===== src/rtl/pipe_latch_hs_pkg.sv =====
// Shared types for the pipeline stage-boundary latch.
// Holds the latch state encoding and a handshake helper.
package pipe_latch_hs_pkg;

  typedef enum logic [1:0] {
    EMPTY,
    FULL,
    SKID
  } latch_state_t;

  function automatic logic xfer(
    input logic valid,
    input logic ready
  );
    return valid && ready;
  endfunction

endpackage


===== src/rtl/sat_counter.sv =====
// Saturating up-counter with synchronous clear.
// Clear wins over increment; holds at all-ones.
module sat_counter #(
  parameter int unsigned W = 16
) (
  input  logic         CLK,
  input  logic         nRST,
  input  logic         inc,
  input  logic         clr,
  output logic [W-1:0] count
);

  always_ff @(posedge CLK) begin
    if (!nRST) begin
      count <= '0;
    end else if (clr) begin
      count <= '0;
    end else if (inc && count != {W{1'b1}}) begin
      count <= count + W'(1);
    end
  end

endmodule


===== src/rtl/pipe_latch_hs.sv =====
// Pipeline latch with valid/ready handshake, optional skid entry,
// flush and saturating stall counter.
module pipe_latch_hs
  import pipe_latch_hs_pkg::*;
#(
  parameter int unsigned WIDTH   = 64,
  parameter int unsigned SKID_EN = 1,
  parameter int unsigned CNT_W   = 16
) (
  input  logic             CLK,
  input  logic             nRST,
  input  logic             in_valid,
  input  logic [WIDTH-1:0] in_data,
  output logic             in_ready,
  output logic             out_valid,
  output logic [WIDTH-1:0] out_data,
  input  logic             out_ready,
  input  logic             flush,
  output logic [CNT_W-1:0] stall_cnt,
  input  logic             cnt_clr
);

  latch_state_t     state;
  logic [WIDTH-1:0] head;
  logic [WIDTH-1:0] skid;
  logic             in_xfer;
  logic             out_xfer;

  assign in_xfer   = xfer(in_valid, in_ready);
  assign out_xfer  = xfer(out_valid, out_ready);
  assign out_valid = state != EMPTY;
  assign out_data  = head;

  generate
    if (SKID_EN != 0) begin : g_skid
      // Ready comes from state only, breaking the out_ready path.
      assign in_ready = nRST && state != SKID;

      always_ff @(posedge CLK) begin
        if (!nRST) begin
          skid <= '0;
        end else if (!flush && state == FULL
                     && in_xfer && !out_xfer) begin
          skid <= in_data;
        end
      end
    end else begin : g_noskid
      assign in_ready = nRST && (!out_valid || out_ready);
      assign skid     = '0;
    end
  endgenerate

  always_ff @(posedge CLK) begin
    if (!nRST) begin
      state <= EMPTY;
      head  <= '0;
    end else if (flush) begin
      state <= EMPTY;
    end else begin
      unique case (state)
        EMPTY: begin
          if (in_xfer) begin
            state <= FULL;
            head  <= in_data;
          end
        end
        FULL: begin
          unique case (1'b1)
            in_xfer && out_xfer: head <= in_data;
            in_xfer && !out_xfer: begin
              if (SKID_EN != 0) state <= SKID;
              else head <= in_data;
            end
            !in_xfer && out_xfer: state <= EMPTY;
            default: ;
          endcase
        end
        SKID: begin
          if (out_xfer) begin
            state <= FULL;
            head  <= skid;
          end
        end
        default: state <= EMPTY;
      endcase
    end
  end

  sat_counter #(
    .W(CNT_W)
  ) u_stall_cnt (
    .CLK  (CLK),
    .nRST (nRST),
    .inc  (out_valid && !out_ready && !flush),
    .clr  (cnt_clr),
    .count(stall_cnt)
  );

  // A held beat may only leave through consumption or flush.
  a_hold : assert property (
    @(posedge CLK)
    (nRST && out_valid && !out_ready && !flush)
    |=> (out_valid || !nRST)
  );

endmodule


===== config.mk =====
export PLATFORM = sky130hd
export DESIGN_NAME = pipe_latch_hs
export DESIGN_NICKNAME = d
export VERILOG_FILES = /design/src/rtl/pipe_latch_hs_pkg.sv /design/src/rtl/sat_counter.sv /design/src/rtl/pipe_latch_hs.sv
export SDC_FILE = /design/constraint.sdc
export NUM_CORES = 1
export LEC_CHECK = 0
export CAP_MARGIN = 20
export CORE_ASPECT_RATIO = 0.5
export CORE_MARGIN = 4
export CORE_UTILIZATION = 30
export CTS_BUF_LIST = sky130_fd_sc_hd__clkbuf_2 sky130_fd_sc_hd__clkbuf_4 sky130_fd_sc_hd__clkbuf_8
export DETAILED_ROUTE_END_ITERATION = 8
export SLEW_MARGIN = 25
export SYNTH_ARGS = -nofsm -noshare
export SYNTH_HDL_FRONTEND = slang
export SYNTH_SLANG_ARGS = --single-unit

===== constraint.sdc =====
create_clock -name CLK -period 2.6 [get_ports CLK]
set_clock_uncertainty 0.15 [all_clocks]
set_input_delay 0.26 -clock CLK [delete_from_list [all_inputs] [get_ports CLK]]
set_output_delay 0.26 -clock CLK [all_outputs]
set_load 0.01 [all_outputs]

==> results of run 1 <==
-- tightest hold or removal path, cell delays in order --
cell             delay, ns
clkdlybuf4s50_1       0.41
nand2_1               0.06
a21boi_0              0.06
-- metal layers --
layer	track usage, %	vias up	wire [um]
met4	3.45	0	112
met3	3.28	8	580
met5	0	-	0
li1	-	2582	-
met1	17.7	2436	7500
met2	24.1	79	7820
-- synth_stat cells, drive strengths merged --
library cell | n | area share (%)
nor3 | 2 | 0.16
nor2b | 1 | 0.10
xnor2 | 10 | 1.4
nand4 | 3 | 0.30
or3 | 1 | 0.10
nand3b | 2 | 0.24
or2 | 1 | 0.10
nor2 | 18 | 1.4
nand2b | 4 | 0.40
nor4 | 5 | 0.61
nand4b | 2 | 0.28
a2111oi | 1 | 0.14
or4 | 2 | 0.30
and3 | 1 | 0.10
nand3 | 7 | 0.77
and2 | 2 | 0.20
inv | 1 | 0.060
o211a | 64 | 10
mux2i | 66 | 11
nand2 | 199 | 12
a21boi | 64 | 7.7
xor2 | 1 | 0.14
o22a | 1 | 0.14
a31oi | 1 | 0.10
clkbuf | 45 | 2.7
a21oi | 8 | 0.65
a211oi | 3 | 0.36
ha | 1 | 0.20
nor4b | 1 | 0.14
dfxtp | 146 | 47
o31ai | 2 | 0.24
buf | 8 | 0.77
-- timing repair --
action	in CTS	in global routing
hold buffers	1	0
endpoints found under the hold margin	1	0
resized for setup	0	0
-- state kept, by name, summed over array words and instances, names as in the netlist --
name,cells
u_stall_cnt.count,16
out_data,64
skid,64
state,2
-- cell families (layout without fill, tap and decap cells) --
logic type | count (synthesis) | in the layout | share of synthesized area (%)
buf+inv | 54 | 200 | 3.55
fa+ha+maj | 1 | 1 | 0.202
compound gates | 144 | 144 | 19.7
simple gates | 251 | 251 | 17.2
mux | 66 | 66 | 10.7
xor+xnor | 11 | 11 | 1.55
flops | 146 | 146 | 47.1
-- final timing paths --
path / from / slack [ns] / cells after the start / endpoint
min: in_data[62] / 0.26 / 3 / skid[62]
max reg2reg: u_stall_cnt.count[4] / 0.37 / 5 / u_stall_cnt.count[15]
max: state[0] / 0.26 / 3 / in_ready
min reg2reg: skid[12] / 0.31 / 2 / skid[12]
-- final cells by class --
class                   count  area share [%]
inverters                   1          0.0441
clock buffers              20            3.09
repair buffers            167            20.2
flip-flops and latches    146            34.4
multi-input cells         473            36.2
clock inverters            12            2.13
well taps                 266            3.91
-- where the power goes --
group / leakage [nW] / switching, mW / internal (mW) / total, mW
registers: 1.18 / 0.0336 / 2.29 / 2.33
clock network: 0.212 / 0.897 / 1.10 / 1.99
logic: 2.57 / 0.201 / 0.284 / 0.485
==> flow_metrics.env, run 1 <==
export IMPL_crit_arrival_ns=1.93
export IMPL_hold_slack_ns=0.259
export IMPL_synth_area_mm2=0.00620
export IMPL_fill_cells=1913
export IMPL_avgViaCountPerCell=4.71
export IMPL_clockBufferDepth=2
export IMPL_grt_pass1_wl_mm=26.0
export IMPL_tightest_slew_ns=0.618
export IMPL_wire_per_inst_um=14.8
export IMPL_p_leak_nw=3.96
export IMPL_ctsRootBufferMaster="clkbuf_8"
export IMPL_ys_ff_latch=146
export IMPL_vias=5105
export IMPL_cts_buffers=17
export IMPL_grt_max_degree=128
export IMPL_regArea_mm2=0.00292
export IMPL_cp_slowest_cell="clkdlybuf4s50_1"
export IMPL_n_antenna_cell=0
export IMPL_clk_pin_slew_worst_paths_ns=0.09
export IMPL_numClockSinks=146
export IMPL_fin_nets=877
export IMPL_row_count=36
export IMPL_synth_warning_count=0
export IMPL_finalSetupTns_ns=0
export IMPL_port_buffers=151
export IMPL_cts_tree="yes"
export IMPL_min_period_over_period_pct=89.8
export IMPL_start_kind="flip-flop"
export IMPL_synthesis_nets=744
export IMPL_stdcell_count=1085
export IMPL_final_cell_mix="nand2_1, clkdlybuf4s50_1, dfxtp_1"
export IMPL_dp_hpwl_mm=10.3
export IMPL_first_pass_iters=5
export IMPL_max_freq_mhz=428
export IMPL_setup_ws_ns=0.264
export IMPL_post_cts_setup_buffer_count=0
export IMPL_antenna_found_initial=0
export IMPL_grt_pass1_vias=4948
export IMPL_crit_required_ns=2.19
export IMPL_total_power_mw=4.81
export IMPL_drive_gt1_share_pct=6.84
export IMPL_grt_setup_unrepaired="no"
export IMPL_synth_area_per_cell_um2=9.22
export IMPL_antenna_left=0
export IMPL_placed_area_mm2=0.00805
export IMPL_power_density_mw_per_mm2=565
export IMPL_postLayoutCellArea_mm2=0.00850
export IMPL_route_detailed_drc=0
export IMPL_crit_family="simple AND/OR/NAND/NOR gates"
export IMPL_final_util_pct=42.8
export IMPL_worstSetupPathType="reg2out"
export IMPL_drtIter0Drc=257
export IMPL_core_mm2=0.0199
export IMPL_min_period_ns=2.34
export IMPL_multi_input_comb_area_mm2=0.00308
export IMPL_worst_path_buf_inv=1
export IMPL_setup_violations=0
export IMPL_worst_path_max_fanout=15
export IMPL_final_common_cell="nand2_1"
export IMPL_synthCells=673
export IMPL_dp_cells=1052
export IMPL_worstSkewPairLatency_ns=0.43
export IMPL_area_growth_pct=37.1
export IMPL_max_stage_delay_ns=0.55
export IMPL_ir_worst_vdd_uv=306
export IMPL_ys_seq_area_share_pct=47.1
export IMPL_hold_path_class="in2reg"
export IMPL_endpoint_kind="primary output"
export IMPL_timing_slew_headroom_pct=58.8
export IMPL_overflow=0
export IMPL_place_congestion=0.739
export IMPL_die_w_um=211
export IMPL_pre_cts_ws_ns=0.154
export IMPL_report_final_slew_viol_count=0
export IMPL_track_usage_pct=13.9
export IMPL_path_cells="nand2b_4 > and2_1 > clkdlybuf4s50_1"
export IMPL_pin_count=152
export IMPL_die_area_mm2=0.0232
export IMPL_h_tree_depth=4
export IMPL_dieHeight_um=110
export IMPL_start_util_pct=31.2
export IMPL_synth_cell_types=39
export IMPL_outcome="complete, no violations"
export IMPL_cap_violations=0
export IMPL_hold_viol=0
export IMPL_routed_wirelength_mm=16.0
Power figures use the tool's default switching activity.
==> inputs of run 2 (changes only) <==
--- a/config.mk
+++ b/config.mk
@@ -10,6 +10,7 @@
 export CORE_MARGIN = 4
 export CORE_UTILIZATION = 30
 export CTS_BUF_LIST = sky130_fd_sc_hd__clkbuf_2 sky130_fd_sc_hd__clkbuf_4 sky130_fd_sc_hd__clkbuf_8
+export CTS_CLUSTER_SIZE = 30
 export DETAILED_ROUTE_END_ITERATION = 8
 export SLEW_MARGIN = 25
 export SYNTH_ARGS = -nofsm -noshare
==> results of run 2 <==
Final layout, timing and power as in run 1 (identical DEF).
==> inputs of run 3 (changes only) <==
--- a/config.mk
+++ b/config.mk
@@ -12,6 +12,7 @@
 export CTS_BUF_LIST = sky130_fd_sc_hd__clkbuf_2 sky130_fd_sc_hd__clkbuf_4 sky130_fd_sc_hd__clkbuf_8
 export CTS_CLUSTER_SIZE = 30
 export DETAILED_ROUTE_END_ITERATION = 8
+export RECOVER_POWER = 100
 export SLEW_MARGIN = 25
 export SYNTH_ARGS = -nofsm -noshare
 export SYNTH_HDL_FRONTEND = slang
==> run 3 against run 2 <==
Clock power about the same. Power down 0.55%. Clock-buffer cell count unchanged. Critical path depth unchanged. Sequential power about the same. Utilization down 0.31 points. Critical endpoint unchanged.
==> flow_metrics.env, run 3 (synthesis results as in run 1) <==
export IMPL_grt_max_degree=128
export IMPL_worstSetupPathType="reg2out"
export IMPL_multi_input_comb_area_mm2=0.00305
export IMPL_drive_gt1_share_pct=5.37
export IMPL_worstSkewPairLatency_ns=0.43
export IMPL_route_detailed_drc=0
export IMPL_overflow=0
export IMPL_hold_slack_ns=0.261
export IMPL_crit_family="simple AND/OR/NAND/NOR gates"
export IMPL_track_usage_pct=13.9
export IMPL_final_util_pct=42.5
export IMPL_core_mm2=0.0199
export IMPL_dp_hpwl_mm=10.3
export IMPL_cts_tree="yes"
export IMPL_avgViaCountPerCell=4.71
export IMPL_start_kind="flip-flop"
export IMPL_worst_path_buf_inv=1
export IMPL_fin_nets=877
export IMPL_drtIter0Drc=263
export IMPL_min_period_ns=2.37
export IMPL_area_growth_pct=36.1
export IMPL_report_final_slew_viol_count=0
export IMPL_h_tree_depth=4
export IMPL_crit_required_ns=2.19
export IMPL_port_buffers=151
export IMPL_clk_pin_slew_worst_paths_ns=0.09
export IMPL_wire_per_inst_um=14.7
export IMPL_numClockSinks=146
export IMPL_antenna_left=0
export IMPL_row_count=36
export IMPL_placed_area_mm2=0.00805
export IMPL_post_cts_setup_buffer_count=0
export IMPL_hold_path_class="in2reg"
export IMPL_postLayoutCellArea_mm2=0.00844
export IMPL_grt_pass1_vias=4948
export IMPL_final_common_cell="nand2_1"
export IMPL_pre_cts_ws_ns=0.154
export IMPL_place_congestion=0.739
export IMPL_pin_count=152
export IMPL_n_antenna_cell=0
export IMPL_grt_pass1_wl_mm=26.0
export IMPL_routed_wirelength_mm=16.0
export IMPL_endpoint_kind="primary output"
export IMPL_final_cell_mix="nand2_1, dfxtp_1, dlygate4sd3_1"
export IMPL_crit_arrival_ns=1.96
export IMPL_ir_worst_vdd_uv=305
export IMPL_die_area_mm2=0.0232
export IMPL_max_stage_delay_ns=0.56
export IMPL_power_density_mw_per_mm2=566
export IMPL_worst_path_max_fanout=15
export IMPL_min_period_over_period_pct=91.1
export IMPL_die_w_um=211
export IMPL_setup_ws_ns=0.231
export IMPL_fill_cells=1928
export IMPL_cts_buffers=17
export IMPL_finalSetupTns_ns=0
export IMPL_tightest_slew_ns=0.633
export IMPL_max_freq_mhz=422
export IMPL_dieHeight_um=110
export IMPL_cts_resized=0
export IMPL_p_leak_nw=4.18
export IMPL_hold_buffers=1
export IMPL_regArea_mm2=0.00292
export IMPL_cp_slowest_cell="clkdlybuf4s50_1"
export IMPL_ctsRootBufferMaster="clkbuf_8"
export IMPL_start_util_pct=31.2
export IMPL_timing_slew_headroom_pct=57.8
export IMPL_antenna_found_initial=0
export IMPL_first_pass_iters=5
export IMPL_cap_violations=0
export IMPL_clockBufferDepth=2
export IMPL_path_cells="nand2b_4 > and2_0 > clkdlybuf4s50_1"
export IMPL_vias=5111
export IMPL_setup_violations=0
export IMPL_grt_setup_unrepaired="no"
export IMPL_outcome="complete, no violations"
export IMPL_hold_viol=0
[run 3: final cells by class]
class	count	share of cell area, %
Tap cell	266	3.94
Sequential cell	146	34.6
Clock inverter	12	2.15
Clock buffer	20	3.11
Inverter	1	0.0445
Timing Repair Buffer	167	20.1
Multi-Input combinational cell	473	36.1
[run 3: metal layers]
metal,GRT usage (%),wire [um]
met5,0,0
met4,3.45,88
met3,3.28,633
met2,24.1,7860
met1,17.7,7370
[run 3: through the flow]
step,instances,total power [mW]
after global placement,1052,2.87
after global routing,1085,5.01
after floorplan,673,2.57
final,1085,4.78
after detailed placement,1052,2.87
after CTS,1085,4.91
[run 3: worst register-to-register path, cell delays in order (launching register included)]
cell,delay [ns]
dfxtp_1,0.46
or2_1,0.27
nand3_1,0.19
or4_1,0.59
or4_1,0.41
a21oi_1,0.15
[run 3: where the power goes]
group | leakage [nW] | total (mW) | internal [mW] | switching, mW
clock network | 0.212 | 2.00 | 1.10 | 0.899
registers | 1.18 | 2.32 | 2.29 | 0.0312
logic | 2.78 | 0.460 | 0.261 | 0.199
[run 3: path summary, 6_finish.rpt]
| check | from | endpoint | slack (ns) | depth (start not counted) |
|---|---|---|---|---|
| setup / recovery | state[0] | in_ready | 0.23 | 3 |
| hold / removal | in_data[62] | skid[62] | 0.26 | 3 |
| setup reg to reg | state[1] | u_stall_cnt.count[15] | 0.30 | 5 |
| hold reg to reg | skid[36] | skid[36] | 0.32 | 2 |
